**src/rtl/bus_dev_pkg.sv**
```systemverilog
// Shared types and helpers for the bus device endpoint: IDs, error flags and
// destination extraction from a packet.
package bus_dev_pkg;

  localparam int unsigned ID_W      = 8;
  localparam logic [ID_W-1:0] BCAST_ID = 8'hFF;
  localparam int unsigned PKT_MAX_W = 64;

  typedef struct packed {
    logic tx_ovf;
    logic bus_err;
    logic rx_ovf;
  } err_flags_t;

  // Destination ID is the top ID_W bits of a pkt_w-wide packet.
  function automatic logic [ID_W-1:0] dest_of(input logic [PKT_MAX_W-1:0] pkt,
                                              input int unsigned pkt_w);
    logic [PKT_MAX_W-1:0] sh;
    sh = pkt >> (pkt_w - ID_W);
    return sh[ID_W-1:0];
  endfunction

  function automatic logic addressed_to(input logic [ID_W-1:0] dest,
                                        input logic [ID_W-1:0] dev_id);
    return (dest == dev_id) || (dest == BCAST_ID);
  endfunction

endpackage

```
**src/rtl/bus_dev_fifo.sv**
```systemverilog
// Show-ahead synchronous FIFO. Callers must only assert wr when there is room
// (or rd is asserted together) and rd when non-empty.
module bus_dev_fifo #(
  parameter int unsigned W     = 24,
  parameter int unsigned DEPTH = 8
) (
  input  logic         clk,
  input  logic         rst_n,
  input  logic         wr,
  input  logic [W-1:0] din,
  input  logic         rd,
  output logic [W-1:0] dout,
  output logic         full,
  output logic         empty
);

  localparam int unsigned AW = $clog2(DEPTH);

  logic [AW:0]  wr_ptr;
  logic [AW:0]  rd_ptr;
  logic [W-1:0] mem [DEPTH];

  always_ff @(posedge clk or negedge rst_n) begin
    if (!rst_n) begin
      wr_ptr <= '0;
      rd_ptr <= '0;
    end else begin
      if (wr) wr_ptr <= wr_ptr + (AW+1)'(1);
      if (rd) rd_ptr <= rd_ptr + (AW+1)'(1);
    end
  end

  // Write while full with a same-cycle read lands in the slot being read out.
  always_ff @(posedge clk) begin
    if (wr) mem[wr_ptr[AW-1:0]] <= din;
  end

  always_comb begin
    empty = (wr_ptr == rd_ptr);
    full  = (wr_ptr[AW] != rd_ptr[AW]) && (wr_ptr[AW-1:0] == rd_ptr[AW-1:0]);
    dout  = empty ? '0 : mem[rd_ptr[AW-1:0]];
  end

endmodule

```
**src/rtl/bus_dev_port.sv**
```systemverilog
// Device-side bus endpoint: TX FIFO popped by the bus, RX FIFO pushed by the
// bus with destination filtering, sticky error flags and a drop counter.
module bus_dev_port
  import bus_dev_pkg::*;
#(
  parameter int unsigned     PCKG_SZ = 24,
  parameter int unsigned     DEPTH   = 8,
  parameter logic [ID_W-1:0] DEV_ID  = 8'd0
) (
  input  logic               clk,
  input  logic               reset,
  output logic               pndng,
  input  logic               pop,
  output logic [PCKG_SZ-1:0] D_pop,
  input  logic               push,
  input  logic [PCKG_SZ-1:0] D_push,
  input  logic               tx_wr,
  input  logic [PCKG_SZ-1:0] tx_data,
  output logic               tx_full,
  input  logic               rx_rd,
  output logic [PCKG_SZ-1:0] rx_data,
  output logic               rx_vld,
  input  logic               clr_err,
  output logic               tx_ovf,
  output logic               bus_err,
  output logic               rx_ovf,
  output logic [7:0]         drop_cnt
);

  logic       tx_empty;
  logic       rx_full;
  logic       rx_empty;

  logic       tx_push;
  logic       tx_pop;
  logic       rx_push;
  logic       rx_pop;
  logic       dest_ok;
  logic       drop_evt;
  err_flags_t err_evt;
  err_flags_t err_q;

  bus_dev_fifo #(.W(PCKG_SZ), .DEPTH(DEPTH)) u_tx_fifo (
    .clk   (clk),
    .rst_n (reset),
    .wr    (tx_push),
    .din   (tx_data),
    .rd    (tx_pop),
    .dout  (D_pop),
    .full  (tx_full),
    .empty (tx_empty)
  );

  bus_dev_fifo #(.W(PCKG_SZ), .DEPTH(DEPTH)) u_rx_fifo (
    .clk   (clk),
    .rst_n (reset),
    .wr    (rx_push),
    .din   (D_push),
    .rd    (rx_pop),
    .dout  (rx_data),
    .full  (rx_full),
    .empty (rx_empty)
  );

  always_comb begin
    tx_pop  = pop & ~tx_empty;
    // A pop while full frees the slot for the same-cycle write.
    tx_push = tx_wr & (~tx_full | tx_pop);

    dest_ok = addressed_to(dest_of(PKT_MAX_W'(D_push), PCKG_SZ), DEV_ID);
    rx_pop  = rx_rd & ~rx_empty;
    rx_push = push & dest_ok & (~rx_full | rx_pop);

    err_evt         = '0;
    err_evt.tx_ovf  = tx_wr & ~tx_push;
    err_evt.bus_err = pop & tx_empty;
    err_evt.rx_ovf  = push & dest_ok & ~rx_push;
    drop_evt        = push & ~rx_push;
  end

  // Same-cycle events take precedence over clr_err.
  always_ff @(posedge clk or negedge reset) begin
    if (!reset) begin
      err_q    <= '0;
      drop_cnt <= '0;
    end else begin
      err_q <= (clr_err ? err_flags_t'('0) : err_q) | err_evt;
      if (clr_err)
        drop_cnt <= drop_evt ? 8'd1 : 8'd0;
      else if (drop_evt && (drop_cnt != 8'hFF))
        drop_cnt <= drop_cnt + 8'd1;
    end
  end

  always_comb begin
    pndng   = ~tx_empty;
    rx_vld  = ~rx_empty;
    tx_ovf  = err_q.tx_ovf;
    bus_err = err_q.bus_err;
    rx_ovf  = err_q.rx_ovf;
  end

endmodule

```
**config.mk**
```make
export PLATFORM = sky130hd
export DESIGN_NAME = bus_dev_port
export DESIGN_NICKNAME = d
export VERILOG_FILES = /design/src/rtl/bus_dev_pkg.sv /design/src/rtl/bus_dev_fifo.sv /design/src/rtl/bus_dev_port.sv
export SDC_FILE = /design/constraint.sdc
export NUM_CORES = 1
export LEC_CHECK = 0
export BUFFER_PORTS_ARGS = -buffer_cell sky130_fd_sc_hd__clkbuf_2
export CELL_PAD_IN_SITES_DETAIL_PLACEMENT = 1
export CELL_PAD_IN_SITES_GLOBAL_PLACEMENT = 1
export CORE_UTILIZATION = 30
export CTS_CLUSTER_DIAMETER = 120
export DETAILED_ROUTE_END_ITERATION = 10
export PLACE_DENSITY_LB_ADDON = 0.15
export SLEW_MARGIN = 20
export SYNTH_ARGS = -nofsm -noshare
export SYNTH_HDL_FRONTEND = slang
export SYNTH_SLANG_ARGS = --single-unit
```
**constraint.sdc**
```tcl
create_clock -name clk -period 12.45 [get_ports clk]
set_clock_uncertainty 0.2 [all_clocks]
set_input_delay 2.49 -clock clk [delete_from_list [all_inputs] [get_ports clk]]
set_output_delay 2.49 -clock clk [all_outputs]
set_load 0.05 [all_outputs]
```
==> out/metrics.cfg <==
[timing]
maxSlewViolCount=0
worst_pin_slew_ns=0.9998
setup_viol=0
hold_ws_ns=0.2837
final-hold-violation-count=0
slew_headroom_pct=33.35
rsz0062_at_grt=no
tns_ns=0
final.period_utilization_pct=47.62
fin_crit_ns=5.929
finalWorstSetupSlack_ns=6.521
fmax_mhz=168.7

[global_route]
grt_max_degree=53
grt_overflow=0
grt_pass1_vias=8397
grt_pass1_wl_um=55010
grt_usage_pct=13.80
grt_antenna_before_repair=2

[critical_path]
worstPathArrival_ns=3.24
required_ns=9.76
path_class=flop to output port
crit_path_end_kind=output port
startpoint=u_rx_fifo.rd_ptr[0]
crit_fanout=33
critPathLaunchType=flop
timing.rr.start=u_rx_fifo.rd_ptr[0]

[yosys]
synth_top_family_by_area=multiplexers
ys_seq_elements=411
synthMuxAreaShare_pct=16.69
yosys.area_share.xor_xnor_pct=1.088
async_reset_ff_share_pct=6.569
synth_top_area_cell=edfxtp_1
mappedNetlistArea_mm2=0.01610
postSynthCellCount=779
synth_area_leaders=edfxtp_1 72%, mux4_2 13%, dfrtp_1 4.2%
syn-mean-instance-area_um2=20.67
yosys.area_share.simple_pct=3.707
synth_top_area_share_pct=71.62
synth_cell_types=45
synth_compound_area_share_pct=1.002
seq_area_frac_synth_pct=75.82
synth_ff_type=edfxtp_1
synthesis.nets=839
yosys_warnings=0
synth_edf_count=384
synth-adder-area-share_pct=0.3886

[floorplanning]
row_count=84
io_pins=117
die_w_um=233.7
die-area_mm2=0.05460
core_area_mm2=0.05276
initial_core_util_pct=30.52
die_y_um=233.7

[layout]
nNetsFinal=983
area_delta_synth_final_pct=18.36
final_cells=1643
diodes=0
postLayoutCellArea_mm2=0.01906
nFillCells=5214
drive_above_1_share_pct=34.03

[routing]
postRouteAntennaNets=0
viasPerCell=4.756
drt_iter0_drc=370
wl_per_cell_um=22.30
dr.pass1.iters=9
vias=7814
drc=6
routed_wl_um=36640

[clocking]
clock_sinks=411
ctsRootBufferMaster=clkbuf_16
clockBufferDepth=3
cts_hold_buffers=0
cts-htree-levels=2
postCtsSetupBuffers=0
ctsResizeCount=0
clk_pin_slew_ns=0.06
cts_tree=done
numCtsBuffers=48
clk-insertion-delay-late_ns=0.57

[run]
max-cap-violations=0

[run_status]
violations=design-rule violations
status=finished with violations

[worst_hold_path]
hp-class=flop to flop
min_from=u_rx_fifo.wr_ptr[3]

[pwr]
power.density_mw_per_mm2=247.8
max-vdd-ir-drop_v=0.0001629
p_leak_nw=6.422

[placement]
routabilityCongestion=0.6552
io_buffers=116
dpl_cell_area_mm2=0.01763
pre_cts_ws_ns=6.875
dp_hpwl_um=20180
numPlacedInstances=1561

==> synthesized netlist by cell type (2+ instances only) <==
library cell    n
nor3_1          9
edfxtp_1      384
inv_1           8
xnor2_1        11
o31ai_1         4
o21ai_0         2
buf_1           7
nor4_1          5
nand4_1         3
nand2b_1        5
and3_1          3
mux2_2          4
nand3_1        11
xor2_1          9
nor4b_1         5
mux4_2         96
or4_1           6
nor2_1         57
dfrtp_1        27
a21oi_1         5
nand2_1        11
buf_2           2
mux2i_1        48
clkbuf_1       32
ha_1            5
==> metal layers <==
layer / track usage [%] / vias to the layer above / wire [um]
met5: 0 / - / 20
met4: 3.754 / 4 / 661
met3: 3.113 / 56 / 1489
met2: 23.27 / 125 / 18250
met1: 17.78 / 4161 / 16220
li1: - / 3468 / -
==> where the power goes <==
| part | switching, mW | total, mW | internal, mW |
|---|---|---|---|
| clock | 0.555 | 1.29 | 0.731 |
| combinational | 1.09 | 1.65 | 0.558 |
| sequential | 0.150 | 1.79 | 1.64 |
| total | 1.80 | 4.72 | 2.93 |
==> metrics by stage <==
step	power [mW]	utilization, %
final	4.721	36.12
after global placement	3.505	33.42
after global routing	4.962	36.12
after detailed placement	3.517	33.42
after CTS	4.826	36.12
after floorplan	3.044	-
==> layout by cell type, fill, tap and decap left out, drive strengths merged, types with 11 or more instances in the layout <==
cell type  instances
nand2             11
clkinv            18
nand3             11
mux2i             48
edfxtp           384
dfrtp             27
xnor2             11
clkbuf           176
nor2              57
mux4              96
buf               22
==> cell type report <==
class	count	area (um^2)	share of cell area, %
clock inverter	22	175.2	0.9192
timing repair buffer	138	745.7	3.913
clock buffer	60	1246	6.540
inverter	8	30.03	0.1576
multi-input combinational	316	3776	19.82
sequential	411	12220	64.14
tap	688	860.8	4.517
==> registers in the layout (all words and copies together) (netlist names) <==
name,flops
tx_ovf,1
u_rx_fifo.rd_ptr,4
u_tx_fifo.mem,192
drop_cnt,8
bus_err,1
u_rx_fifo.mem,192
u_tx_fifo.wr_ptr,4
u_tx_fifo.rd_ptr,4
u_rx_fifo.wr_ptr,4
rx_ovf,1
==> logic make-up after synthesis <==
| family | Yosys count |
|---|---|
| DFF | 411 |
| muxes | 148 |
| and+or+nand+nor | 121 |
| buffers and inverters | 52 |
| AOI/OAI and AO/OA | 22 |
| xor gates and xnor gates | 20 |
| adders and majority gates | 5 |
==> path summary, 6_finish.rpt <==
kind	endpoint	slack (ns)	cells after the start
worst min register to register	u_rx_fifo.wr_ptr[3]	0.28	1
worst max-delay path	rx_data[2]	6.52	5
max in group asynchronous	u_tx_fifo.rd_ptr[0]	9.73	1
worst max register to register	u_rx_fifo.mem[0][5]	8.73	7
min in group asynchronous	drop_cnt[5]	1.77	1
worst min-delay path	u_rx_fifo.wr_ptr[3]	0.28	1
==> worst max-delay path: stages, from the launching register on <==
cell	delay [ns]
dfrtp_4	0.69
buf_4	0.62
mux4_2	0.61
mux2i_1	0.37
nor2_1	0.08
clkbuf_2	0.25
(Power assumes the default switching activity.)
